**src/rtl/game_event_tracker.sv**
```systemverilog
// game_event_tracker: per-frame collision edge detection driving a lives/score/invulnerability game FSM.
module game_event_tracker #(
    parameter int                NUM_CH        = 3,
    parameter logic [NUM_CH-1:0] DAMAGE_MASK   = 3'b001,
    parameter logic [NUM_CH-1:0] SCORE_MASK    = 3'b010,
    parameter int                MAX_LIVES     = 3,
    parameter int                LIVES_W       = 2,
    parameter int                SCORE_W       = 8,
    parameter int                INVULN_FRAMES = 60,
    parameter int                INV_W         = 6,
    parameter int                FLASH_BIT     = 2
) (
    input  logic               clk,
    input  logic               reset,
    input  logic               frame_end,
    input  logic               start,
    input  logic [NUM_CH-1:0]  collide,
    output logic [LIVES_W-1:0] lives,
    output logic [SCORE_W-1:0] score,
    output logic [1:0]         state,
    output logic               flash,
    output logic [NUM_CH-1:0]  event_pulse
);
    typedef enum logic [1:0] {IDLE = 2'b00, PLAY = 2'b01, INVULN = 2'b10, OVER = 2'b11} st_t;
    localparam logic [LIVES_W-1:0] LIVES_INIT = LIVES_W'(MAX_LIVES);
    localparam logic [INV_W-1:0]   INV_RELOAD = INV_W'(INVULN_FRAMES - 1);
    st_t                st, st_n;
    logic [NUM_CH-1:0]  sticky, prev, hit, evt;
    logic [LIVES_W-1:0] lives_n;
    logic [SCORE_W-1:0] score_n, score_sat;
    logic [INV_W-1:0]   inv_cnt, inv_n;
    logic [SCORE_W:0]   sum;
    logic               dmg;
    assign hit       = sticky | collide;
    assign evt       = hit & ~prev;
    assign dmg       = |(evt & DAMAGE_MASK);
    assign sum       = {1'b0, score} + (SCORE_W+1)'($countones(evt & SCORE_MASK));
    assign score_sat = sum[SCORE_W] ? '1 : sum[SCORE_W-1:0];
    assign state     = st;
    assign flash     = (st == INVULN) & inv_cnt[FLASH_BIT];
    always_ff @(posedge clk) begin
        if (reset) begin
            sticky      <= '0;
            prev        <= '0;
            event_pulse <= '0;
        end else if (frame_end) begin
            sticky      <= '0;
            prev        <= hit;
            event_pulse <= evt;
        end else begin
            sticky      <= hit;
            event_pulse <= '0;
        end
    end
    always_ff @(posedge clk) begin
        if (reset) begin
            st      <= IDLE;
            lives   <= LIVES_INIT;
            score   <= '0;
            inv_cnt <= '0;
        end else begin
            st      <= st_n;
            lives   <= lives_n;
            score   <= score_n;
            inv_cnt <= inv_n;
        end
    end
    always_comb begin
        st_n    = st;
        lives_n = lives;
        score_n = score;
        inv_n   = inv_cnt;
        if (frame_end) begin
            unique case (st)
                IDLE: begin
                    lives_n = LIVES_INIT;
                    score_n = '0;
                    st_n    = start ? PLAY : IDLE;
                end
                PLAY: begin
                    score_n = score_sat;
                    if (dmg) begin
                        lives_n = lives - LIVES_W'(1);
                        st_n    = (lives == LIVES_W'(1)) ? OVER : INVULN;
                        inv_n   = INV_RELOAD;
                    end
                end
                INVULN: begin
                    score_n = score_sat;
                    st_n    = (inv_cnt == '0) ? PLAY : INVULN;
                    inv_n   = (inv_cnt == '0) ? inv_cnt : inv_cnt - INV_W'(1);
                end
                OVER: begin
                    lives_n = start ? LIVES_INIT : '0;
                    score_n = start ? '0 : score;
                    st_n    = start ? IDLE : OVER;
                end
            endcase
        end
    end
endmodule

```
**config.mk**
```make
export PLATFORM = sky130hd
export DESIGN_NAME = game_event_tracker
export DESIGN_NICKNAME = d
export VERILOG_FILES = /design/src/rtl/game_event_tracker.sv
export SDC_FILE = /design/constraint.sdc
export NUM_CORES = 1
export LEC_CHECK = 0
export ABC_CLOCK_PERIOD_IN_PS = 2450
export CAP_MARGIN = 20
export CORE_MARGIN = 1.5
export CORE_UTILIZATION = 45
export CTS_CLUSTER_DIAMETER = 30
export DETAILED_ROUTE_END_ITERATION = 7
export PLACE_DENSITY = 0.69
export SLEW_MARGIN = 40
export SYNTH_ARGS = -nofsm -noshare
export SYNTH_HDL_FRONTEND = slang
export SYNTH_SLANG_ARGS = --single-unit
```
**constraint.sdc**
```tcl
create_clock -name clk -period 2.45 [get_ports clk]
set_clock_uncertainty 0.05 [all_clocks]
set_input_delay 0.49 -clock clk [delete_from_list [all_inputs] [get_ports clk]]
set_output_delay 0.49 -clock clk [all_outputs]
set_load 0.02 [all_outputs]
```
## Word-level counts from Yosys, hierarchy flattened

Cells that the tools add are included.

| storage, ports and cells | value |
|---|---|
| register bits after elaboration | 27 |
| output and inout port bits | 16 |

| cells by class | value |
|---|---|
| reduce and logical (&&, ||, !) cells | 11 |
| equal/unequal tests | 7 |
| add/subtract/negate cells | 3 |
| muxes and demuxes | 15 |
| bitwise logic cells | 5 |

Operator list:

| cell | count |
|---|---|
| 8-bit one-hot mux with 3 select lines | 1 |
| 8-bit two-way mux | 2 |
| 6-bit two-way mux | 2 |
| 6-bit one-hot mux with 2 select lines | 1 |
| 2-bit two-way mux | 5 |
| 8-bit by 1-bit adder with 9-bit output | 1 |
| 2-bit one-hot mux with 4 select lines | 1 |
| 6-bit logical NOT | 1 |
| 2-bit inequality test (second input constant) | 3 |
| 2-bit one-hot mux with 3 select lines | 1 |
| 2-bit OR reduction | 3 |
| 6-bit by 1-bit subtractor with 6-bit output (second input constant) | 1 |
| 2-bit by 1-bit equality test with 1-bit output (second input constant) | 2 |
| 2-bit equality test (second input constant) | 2 |
| 2-bit AND reduction | 2 |
| 4-bit AND reduction | 1 |
| 3-bit AND | 1 |
| 3-bit inverter | 1 |
| 3-bit bitwise OR | 1 |
| 3-bit AND reduction | 1 |
| 3-bit nonzero test | 1 |
| 2-bit logical NOT | 1 |
| 1-bit two-way mux | 2 |
| 2-bit nonzero test | 1 |
| 3 further kinds | 3 |

## Longest topological paths before layout

Gate-level depths: netlist of run 1.

| depth | value |
|---|---|
| word-level depth | 5 |
| depth in mapped cells | 8 |

## Worst setup path before layout of run 1

Ideal clock, no wire load.

| path | value |
|---|---|
| path type | reg-to-reg |
| start | register st[0] (netlist: state[0]) |
| end | register inv_cnt[2] |
| path buffers | 1 |
| cell stages (with the launch flop) | 8 |
| setup slack | 0.419 ns |
| arrival | 1.860 ns |
| clock period less this slack | 2.031 ns |
| setup time | 0.121 ns |
| cells stage by stage | dfxtp_1 -> inv_1 -> ha_1 -> buf_2 -> nand2_1 -> a211oi_1 -> nor3b_1 -> mux2_2 |

| on the way | value |
|---|---|
| word-level cells in the longest chain between the ends | 3 |
| elaborated cells between the ends (all ways) | 7 |

Ends and longest elaborated chain:

| element | RTL line | text |
|---|---|---|
| from (decl) | 27 | `st_t st, st_n;` |
| from (signal assigned) | 62 | `st <= st_n;` |
| 2-bit equality test / 2-bit by 1-bit equality test with 1-bit output (equally long branches) | 74 | `unique case (st)` |
| 2-bit inequality test (no source line) / 2-bit nonzero test (equally long branches) | - |  |
| 4-bit AND reduction (no source line) | - |  |
| to (signal assigned) | 65 | `inv_cnt <= inv_n;` |
| to (decl) | 31 | `logic [INV_W-1:0] inv_cnt, inv_n;` |

Several ways; a longest one is shown, not always the timed one.
A chain may end at the register's enable or synchronous reset.

## Final worst setup path of run 1

| path | value |
|---|---|
| start | register st[0] (netlist: state[0]) |
| end | output flash |

| on the way | value |
|---|---|
| word-level cells in the longest chain between the ends | 2 |

Ends and longest elaborated chain:

| element | RTL line | text |
|---|---|---|
| 2-bit equality test | 40 | `assign flash = (st == INVULN) & inv_cnt[FLASH_BIT];` |
| 1-bit AND | 40 |  |
| to (decl) | 21 | `output logic flash,` |

No other way between the ends.

==> impl_metrics.env, run 1 <==
export IMPL_first_pass_iters=5
export IMPL_cts_num_sinks=27
export IMPL_yosysWarnings=0
export IMPL_syn_area_per_cell_sq_um=8.81
export IMPL_crit_fanout=6
export IMPL_nets=208
export IMPL_drv_cap=0
export IMPL_period_share_pct=96.6
export IMPL_max_freq_ghz=0.423
export IMPL_port_buffers=22
export IMPL_slowest_delay_ns=0.53
export IMPL_fin_ws_ns=0.0832
export IMPL_htree_levels=1
export IMPL_period_needed_ns=2.37
export IMPL_clk_pin_slew_ns=0.16
export IMPL_utilization_pct=57.4
export IMPL_grt_pass1_vias=1269
export IMPL_gr_total_overflow=0
export IMPL_synthArstFlopShare_pct=0
export IMPL_fill_cells=305
export IMPL_clk_path_buf_depth=2
export IMPL_endpoint_kind="output port"
export IMPL_rsz0062_at_grt="false"
export IMPL_start_util_pct=47.3
export IMPL_crit_chain="inv_1 > ha_1 > and2_2 > clkdlybuf4s50_1"
export IMPL_hp_class="reg2reg"
export IMPL_cp_start_kind="flop"
export IMPL_die_h_um=59.7
export IMPL_status="finished clean"
export IMPL_die_w_um=59.7
export IMPL_busiest_layer="met2"
export IMPL_cts_tree="built"
export IMPL_critPathBufInv=2
export IMPL_coreArea_sq_um=3050
export IMPL_cts_hold_buf=0
export IMPL_fp_dieArea_sq_um=3560
export IMPL_place_inst=230
export IMPL_synth_top_area_share_pct=37.4
export IMPL_seq_area_sq_um=542
export IMPL_cp_arrival_ns=1.83
export IMPL_multiInputGateArea_sq_um=806
export IMPL_cpMaxStageDelayCell="clkdlybuf4s50_1"
export IMPL_via_per_inst=5.58
export IMPL_setup_violations_final=0
export IMPL_clk_latency_ns=0.33
export IMPL_synth_seq_cells=27
export IMPL_syn_inst=164
export IMPL_grt_met3_usage_pct=2.81
export IMPL_finalHoldViolations=0
export IMPL_antenna_found_initial=0
export IMPL_p_leak_nw=0.662
export IMPL_first_iter_violations=60
export IMPL_grt_max_degree=16
export IMPL_antenna_cells=0
export IMPL_crit_type="reg2out"
export IMPL_ys_seq_area_share_pct=37.4
export IMPL_clockRootBuffer="clkbuf_4"
export IMPL_final_layout_size_suffix_gt1_share_pct=12.1
export IMPL_drc=0
export IMPL_cpLargestDelayFamily="buffers and inverters"
export IMPL_synth_edf_count=0
export IMPL_instances_no_fill=234
export IMPL_area_growth_pct=21.2
export IMPL_slew_headroom_pct=77.4
export IMPL_pre_cts_ws_ns=-0.0458
export IMPL_grt_pass1_wl_um=5180
export IMPL_use_met2_pct=33.2
export IMPL_num_rows=20
export IMPL_post_drt_wl_per_cell_um=13.1
export IMPL_synth_cell_types=44
export IMPL_powerDensity_nw_per_um2=495
export IMPL_vdd_ir_drop_max_uv=389
export IMPL_fin_total_pwr_mw=0.867
export IMPL_syn_nets=181
export IMPL_drv_slew=0
export IMPL_ant_nets=0
export IMPL_globalplace_congestion=0.795
export IMPL_grtUsageTotal_pct=18.7
export IMPL_synth_area_leaders="dfxtp_1, ha_1, a21oi_1, a211oi_1, nor3_1"
export IMPL_cts_buffers=3
export IMPL_drt_total_wl_um=3060
export IMPL_synth_flop_cell="dfxtp_1"
export IMPL_worstMarginPinSlew_ns=0.335
export IMPL_vias=1305
export IMPL_dp_hpwl_um=2350
export IMPL_ios=23
export IMPL_synth_area_sq_um=1450
export IMPL_cp_required_ns=1.91
export IMPL_grtUsageMet1_pct=22.9
export IMPL_yosysTopAreaCell="dfxtp_1"
[area by class of cell]
cell class | instances | share of cell area, %
timing repair buffer | 29 | 15.6
clock inverter | 1 | 0.286
tap | 44 | 3.14
sequential | 27 | 30.9
clock buffer | 3 | 1.29
inverter | 13 | 2.79
multi-input combinational | 117 | 46.0
[power by group]
group | switching, mW | internal [mW]
sequential | 0.0211 | 0.463
combinational | 0.103 | 0.0836
clock | 0.135 | 0.0611
[placed cells by master (no fill, tap or decap), drive strengths merged, types with 4 or more instances in the layout]
| master | count |
|---|---|
| a211oi | 10 |
| a21oi | 13 |
| and2 | 5 |
| and3 | 4 |
| buf | 7 |
| clkdlybuf4s50 | 22 |
| dfxtp | 27 |
| ha | 10 |
| inv | 13 |
| nand2 | 8 |
| nand3 | 5 |
| nand4 | 6 |
| nor2 | 10 |
| nor3 | 12 |
[cells in the mapped netlist, types with 2 or more instances]
cell type and count:
o31ai_1 2, and2_1 3, a211oi_1 8, nand3_1 5, a31o_2 2, nor3_1 11
dfxtp_1 27, a211oi_2 2, a21oi_1 12, buf_2 2, o211ai_1 2, and3_1 4
nand4_1 6, o21ai_0 3, a31oi_1 3, and4_1 3, ha_1 10, nor2_1 10
nor3b_1 2, inv_1 13, clkbuf_1 2, nand2_1 8, nand2b_1 3
[worst register-to-register path, cell delays in order, from the launching register on]
cell      delay (ns)
dfxtp_1         0.47
inv_1           0.11
ha_1            0.45
nand2_1         0.16
a211oi_1        0.22
buf_4           0.16
nor3b_1         0.04
mux2_2          0.26
[registers in the layout, summed over array words and instances, names as in the netlist]
signal,cells
score,8
inv_cnt,6
event_pulse,3
prev,3
sticky,3
lives,2
state,2
[metrics by stage]
stage | hold WS (ns) | area (sq um) | setup TNS (ns)
final | 0.398 | 1750 | 0
after global routing | 0.427 | 1750 | 0
after CTS | 0.400 | 1750 | 0
after detailed placement | 0.377 | 1720 | -0.0458
after global placement | 0.360 | 1720 | 0
after floorplan | 0.352 | 1450 | 0
[repair_timing]
item | in CTS | in global routing
setup endpoints to repair | 1 | 0
gates resized for setup | 1 | 0
buffers inserted | 0 | 0
[path summary, 6_finish.rpt]
path | depth (start not counted) | endpoint | startpoint | slack, ns
setup / recovery | 4 | flash | state[0] | 0.08
hold / removal | 1 | event_pulse[2] | prev[2] | 0.40
hold reg to reg | 1 | event_pulse[2] | prev[2] | 0.40
setup reg to reg | 7 | inv_cnt[2] | state[1] | 0.45
[logic make-up (layout without fill, tap and decap cells)]
logic type | count (synthesis) | after routing | synth area share, %
muxes | 1 | 1 | 0.779
adders and majority gates | 10 | 10 | 8.66
and+or+nand+nor | 63 | 63 | 24.3
DFF | 27 | 27 | 37.4
AOI/OAI and AO/OA | 43 | 43 | 22.0
buffers and inverters | 20 | 46 | 6.84
[routing by layer]
layer / vias to the layer above / wire length (um)
li1: 654 / -
met5: - / 0
met3: 4 / 111
met2: 35 / 1510
met4: 0 / 33
met1: 612 / 1410
No activity file was read; power rests on OpenSTA's default activity.
==> run 2: changes to the inputs <==
--- a/config.mk
+++ b/config.mk
@@ -12,6 +12,7 @@
 export CTS_CLUSTER_DIAMETER = 30
 export DETAILED_ROUTE_END_ITERATION = 7
 export PLACE_DENSITY = 0.69
+export SETUP_SLACK_MARGIN = 0.05
 export SLEW_MARGIN = 40
 export SYNTH_ARGS = -nofsm -noshare
 export SYNTH_HDL_FRONTEND = slang
==> impl_metrics.env, run 2 (synthesized netlist as in run 1, its figures left out) <==
export IMPL_cts_tree="built"
export IMPL_start_util_pct=47.3
export IMPL_die_h_um=59.7
export IMPL_slowest_delay_ns=0.45
export IMPL_top_regs="score x8, inv_cnt x6"
export IMPL_hp_class="reg2reg"
export IMPL_cpMaxStageDelayCell="clkdlybuf4s50_1"
export IMPL_fp_dieArea_sq_um=3560
export IMPL_drv_cap=0
export IMPL_final_layout_size_suffix_gt1_share_pct=12.1
export IMPL_hold_ws_ns=0.398
export IMPL_antenna_cells=0
export IMPL_clk_path_buf_depth=2
export IMPL_layout_cells_most_common="dfxtp_1"
export IMPL_port_buffers=22
export IMPL_clockRootBuffer="clkbuf_4"
export IMPL_cts_hold_buf=0
export IMPL_antenna_found_initial=0
export IMPL_clk_latency_ns=0.33
export IMPL_cp_depth=9
export IMPL_p_leak_nw=0.680
export IMPL_utilization_pct=57.5
export IMPL_vdd_ir_drop_max_uv=389
export IMPL_hold_path_depth=1
export IMPL_coreArea_sq_um=3050
export IMPL_cp_arrival_ns=2.33
export IMPL_slew_headroom_pct=77.4
export IMPL_setup_violations_final=0
export IMPL_instances_no_fill=234
export IMPL_gr_total_overflow=0
export IMPL_globalplace_congestion=0.795
export IMPL_status="finished clean"
export IMPL_cpLargestDelayFamily="simple AND/OR/NAND/NOR gates"
export IMPL_crit_chain="clkdlybuf4s50_1 > nor2_1 > nor2_1 > ha_1 > ha_1 > and3_1 > and3_1 > nor3_1 > a2111oi_1"
export IMPL_largest_register_ffs=8
export IMPL_grt_max_degree=16
export IMPL_ios=23
export IMPL_period_needed_ns=2.17
export IMPL_first_iter_violations=60
export IMPL_cts_buffers=3
export IMPL_die_w_um=59.7
export IMPL_drc=0
export IMPL_seq_area_sq_um=542
export IMPL_crit_fanout=5
export IMPL_grt_pass1_vias=1269
export IMPL_fin_total_pwr_mw=0.867
export IMPL_clk_pin_slew_ns=0.16
export IMPL_via_per_inst=5.58
export IMPL_max_freq_ghz=0.461
export IMPL_period_share_pct=88.5
export IMPL_cp_required_ns=2.61
export IMPL_fill_cells=304
export IMPL_crit_type="in2reg"
export IMPL_drv_slew=0
export IMPL_htree_levels=1
export IMPL_nets=208
export IMPL_grt_pass1_wl_um=5180
export IMPL_layout_common_cells="dfxtp_1, clkdlybuf4s50_1, inv_1"
export IMPL_regToRegStartpoint="state[1]"
export IMPL_fin_ws_ns=0.281
export IMPL_grtUsageTotal_pct=18.7
export IMPL_cts_num_sinks=27
export IMPL_num_rows=20
export IMPL_cp_start_kind="primary input"
export IMPL_drt_total_wl_um=3060
export IMPL_finalHoldViolations=0
export IMPL_cts_resized=1
export IMPL_hp_start="prev[2]"
export IMPL_ant_nets=0
export IMPL_startpoint="collide[1]"
export IMPL_pre_cts_ws_ns=-0.0458
export IMPL_rsz0062_at_grt="false"
export IMPL_reg2regPathDepth=7
export IMPL_post_cts_buffers=0
export IMPL_powerDensity_nw_per_um2=494
export IMPL_area_growth_pct=21.4
export IMPL_worstMarginPinSlew_ns=0.335
export IMPL_vias=1305
export IMPL_endpoint_kind="flop"
export IMPL_multiInputGateArea_sq_um=806
export IMPL_largest_register="score"
export IMPL_post_drt_wl_per_cell_um=13.1
export IMPL_place_inst=230
export IMPL_first_pass_iters=5
export IMPL_critPathBufInv=1
export IMPL_dp_hpwl_um=2350
-- run 2: changes by cell type in the layout (fill, tap and decap cells not counted), sizes merged --
cell           delta
clkdlybuf4s50     -1
dlymetal6s2s      +1
-- run 2: power breakdown --
group / leakage [nW] / total, mW / switching [mW] / internal, mW
Sequential: 0.221 / 0.484 / 0.0211 / 0.463
Clock: 0.0177 / 0.197 / 0.135 / 0.0611
Combinational: 0.442 / 0.186 / 0.103 / 0.0836
-- run 2: area by class of cell --
cell class / instances / share of cell area (%)
flip-flops and latches: 27 / 30.9
well taps: 44 / 3.14
clock inverters: 1 / 0.285
inverters: 13 / 2.78
multi-input cells: 117 / 45.9
clock buffers: 3 / 1.28
repair buffers: 29 / 15.7
-- run 2: layer usage --
metal / track usage, % / up-vias / share of wire [%]
met3: 2.81 / 4 / 3.7
met2: 33.2 / 35 / 49
met1: 22.9 / 612 / 46
met4: 6.35 / 0 / 1.1
li1: - / 654 / -
met5: 0 / - / 0
-- run 2: final timing paths --
path                                       end  slack (ns)
worst min-delay path            event_pulse[2]        0.40
worst max register to register      inv_cnt[2]        0.45
worst max-delay path                  score[5]        0.28
worst min register to register  event_pulse[2]        0.40
-- run 2: metrics by stage --
stage,cell area [sq um],TNS [ns]
floorplan,1450,0
global placement,1720,0
detailed placement,1720,-0.0458
CTS,1750,0
global route,1750,0
finish,1750,0
==> run 3: changes to the inputs <==
--- a/config.mk
+++ b/config.mk
@@ -11,6 +11,7 @@
 export CORE_UTILIZATION = 45
 export CTS_CLUSTER_DIAMETER = 30
 export DETAILED_ROUTE_END_ITERATION = 7
+export GPL_ROUTABILITY_DRIVEN = 0
 export PLACE_DENSITY = 0.69
 export SETUP_SLACK_MARGIN = 0.05
 export SLEW_MARGIN = 40
==> results of run 3 <==
No change in the layout: final DEF, timing and power equal those of run 2.
==> RTL change, RTL diff (config.mk and constraints of run 1) <==
Add an input register stage for `frame_end`, `start` and `collide`, without a reset; this delays them by one clock.
--- a/src/rtl/game_event_tracker.sv
+++ b/src/rtl/game_event_tracker.sv
@@ -24,6 +24,17 @@
     typedef enum logic [1:0] {IDLE = 2'b00, PLAY = 2'b01, INVULN = 2'b10, OVER = 2'b11} st_t;
     localparam logic [LIVES_W-1:0] LIVES_INIT = LIVES_W'(MAX_LIVES);
     localparam logic [INV_W-1:0]   INV_RELOAD = INV_W'(INVULN_FRAMES - 1);
+
+    logic frame_end_q;
+    logic start_q;
+    logic [NUM_CH-1:0] collide_q;
+
+    always_ff @(posedge clk) begin
+        frame_end_q <= frame_end;
+        start_q     <= start;
+        collide_q   <= collide;
+    end
+
     st_t                st, st_n;
     logic [NUM_CH-1:0]  sticky, prev, hit, evt;
     logic [LIVES_W-1:0] lives_n;
@@ -31,7 +42,7 @@
     logic [INV_W-1:0]   inv_cnt, inv_n;
     logic [SCORE_W:0]   sum;
     logic               dmg;
-    assign hit       = sticky | collide;
+    assign hit       = sticky | collide_q;
     assign evt       = hit & ~prev;
     assign dmg       = |(evt & DAMAGE_MASK);
     assign sum       = {1'b0, score} + (SCORE_W+1)'($countones(evt & SCORE_MASK));
@@ -43,7 +54,7 @@
             sticky      <= '0;
             prev        <= '0;
             event_pulse <= '0;
-        end else if (frame_end) begin
+        end else if (frame_end_q) begin
             sticky      <= '0;
             prev        <= hit;
             event_pulse <= evt;
@@ -70,12 +81,12 @@
         lives_n = lives;
         score_n = score;
         inv_n   = inv_cnt;
-        if (frame_end) begin
+        if (frame_end_q) begin
             unique case (st)
                 IDLE: begin
                     lives_n = LIVES_INIT;
                     score_n = '0;
-                    st_n    = start ? PLAY : IDLE;
+                    st_n    = start_q ? PLAY : IDLE;
                 end
                 PLAY: begin
                     score_n = score_sat;
@@ -91,9 +102,9 @@
                     inv_n   = (inv_cnt == '0) ? inv_cnt : inv_cnt - INV_W'(1);
                 end
                 OVER: begin
-                    lives_n = start ? LIVES_INIT : '0;
-                    score_n = start ? '0 : score;
-                    st_n    = start ? IDLE : OVER;
+                    lives_n = start_q ? LIVES_INIT : '0;
+                    score_n = start_q ? '0 : score;
+                    st_n    = start_q ? IDLE : OVER;
                 end
             endcase
         end
Check against the original RTL: not equivalent (Yosys sat finds a counterexample within 4 cycles, from zero or initial values and one cycle with reset high).
==> RTL change against run 1 <==
- sequential power up 18%
- synthesized area rose by 4.1%
- cell count grew 1.3%
- wire length rose by 0.39%
- design area increased by 3.9%
- sequential cell count rose by 5
- setup slack better by 0.27 ns
- critical path depth is 4 higher
- power up 23%
- count of clock-buffer cells in the layout is 3 higher
- highest routed layer unchanged
- combinational power decreased by 8%
==> RTL change: results (changes against run 1) <==
| Metric | Value |
|---|---|
| Status | complete, no violations (unchanged) |
| Complex-gate fraction of the synthesized area | 20.8% (was 22.0%) |
| Drt via density | 5.49 (was 5.58) |
| Nets | 209 (was 208) |
| H-tree Lvls | 2 (was 1) |
| Peak VDD IR | 321 uV (was 389 uV) |
| Placed Cells | 229 (was 230) |
| Arrival @ worst endpoint | 2.29 ns (was 1.83 ns) |
| Sequential-to-total area share from yosys stat | 42.6% (was 37.4%) |
| Wire length per cell | 13.0 um (was 13.1 um) |
| Setup crit end | score[6] (was flash) |
| Synthesized Nets | 187 (was 181) |
| Leading post-synthesis cells by cell area | dfxtp_1 43%, ha_1 8.3%, a211oi_1 6.0% (was dfxtp_1 37%, ha_1 8.7%, a21oi_1 4.2%) |
| RR Startpoint | collide_q[1] (was state[1]) |
| First-pass GRT wire length | 5.35 mm (was 5.18 mm) |
| Crit-path max FO | 5 (was 6) |
| RD Place Congestion | 0.792 (was 0.795) |
| Pre-antenna DRT Iters | 4 (was 5) |
| R2R depth | 8 (was 7) |
| Syn_area_per_cell | 8.85 um2 (was 8.81 um2) |
| CTS buffer count | 5 (was 3) |
| Fin cells | 237 (was 234) |
| Overall global routing resource usage | 19.8% (was 18.7%) |
| Share of synthesized area spent on multiplexers | 0.749% (was 0.779%) |
| Share of cells above drive strength 1 | 8.81% (was 12.1%) |
| Starting DRT DRC Count | 79 (was 60) |
| Fraction of the mapped netlist area in adder cells | 8.32% (was 8.66%) |
| Worst-path clk slew | 0.10 ns (was 0.16 ns) |
| FF-to-FF setup slack | 0.35 ns (was 0.45 ns) |
| Slew @ Worst Pin | 0.733 ns (was 0.335 ns) |
| Leak | 0.672 nW (was 0.662 nW) |
| Largest net degree at the start of global routing | 15 (was 16) |
| Yosys cell types | 37 (was 44) |
| Vias in the first global route | 1233 (was 1269) |
| DP Wirelength | 2.30 mm (was 2.35 mm) |
-- RTL change: cell count changes after synthesis, sizes merged, moves of 3 or more --
cell / delta
nor2: +3
dfxtp: +5
and3: -4
clkbuf: +3
-- RTL change: metal layers --
layer,GRT usage [%],wire length (um)
met5,0,0
met4,9.32,57
met3,5.97,144
met2,33.2,1540
met1,23.2,1330
-- RTL change: worst max-delay path: stages, from the launching register on --
cell     delay (ns)
dfxtp_1        0.32
nor2_1         0.06
nor2_1         0.10
ha_1           0.22
ha_1           0.25
nand3_1        0.15
or4b_2         0.64
a21oi_1        0.16
nor3_1         0.06
-- RTL change: cell type report --
cell class | instances | area, um2
clock buffers | 6 | 51.3
flip-flops and latches | 32 | 642
repair buffers | 24 | 238
inverters | 12 | 45.0
multi-input cells | 117 | 778
well taps | 44 | 55.1
clock inverters | 2 | 10.0
fillers | 303 | 1280
-- RTL change: cell families after synthesis --
logic type	after synthesis
buf+inv	21
simple gates	60
flops	32
fa+ha+maj	10
mux	1
compound gates	46
-- RTL change: per-stage QoR --
step	utilization [%]	setup WS [ns]	total power, mW	hold slack, ns	cell area, um2
2_1_floorplan	-	0.357	0.701	0.352	1500
3_3_place_gp	56.5	0.417	0.747	0.367	1750
3_5_place_dp	56.5	0.353	0.755	0.386	1750
4_1_cts	58.5	0.0588	1.08	0.405	1810
5_1_grt	58.6	0.136	1.12	0.408	1820
6_report	58.6	0.349	1.06	0.399	1820
-- RTL change: power by group --
group          switching, mW  leakage (nW)  internal, mW  total (mW)
Clock                  0.183        0.0380         0.136       0.320
Combinational         0.0944         0.371        0.0778       0.172
Sequential            0.0230         0.263         0.549       0.572
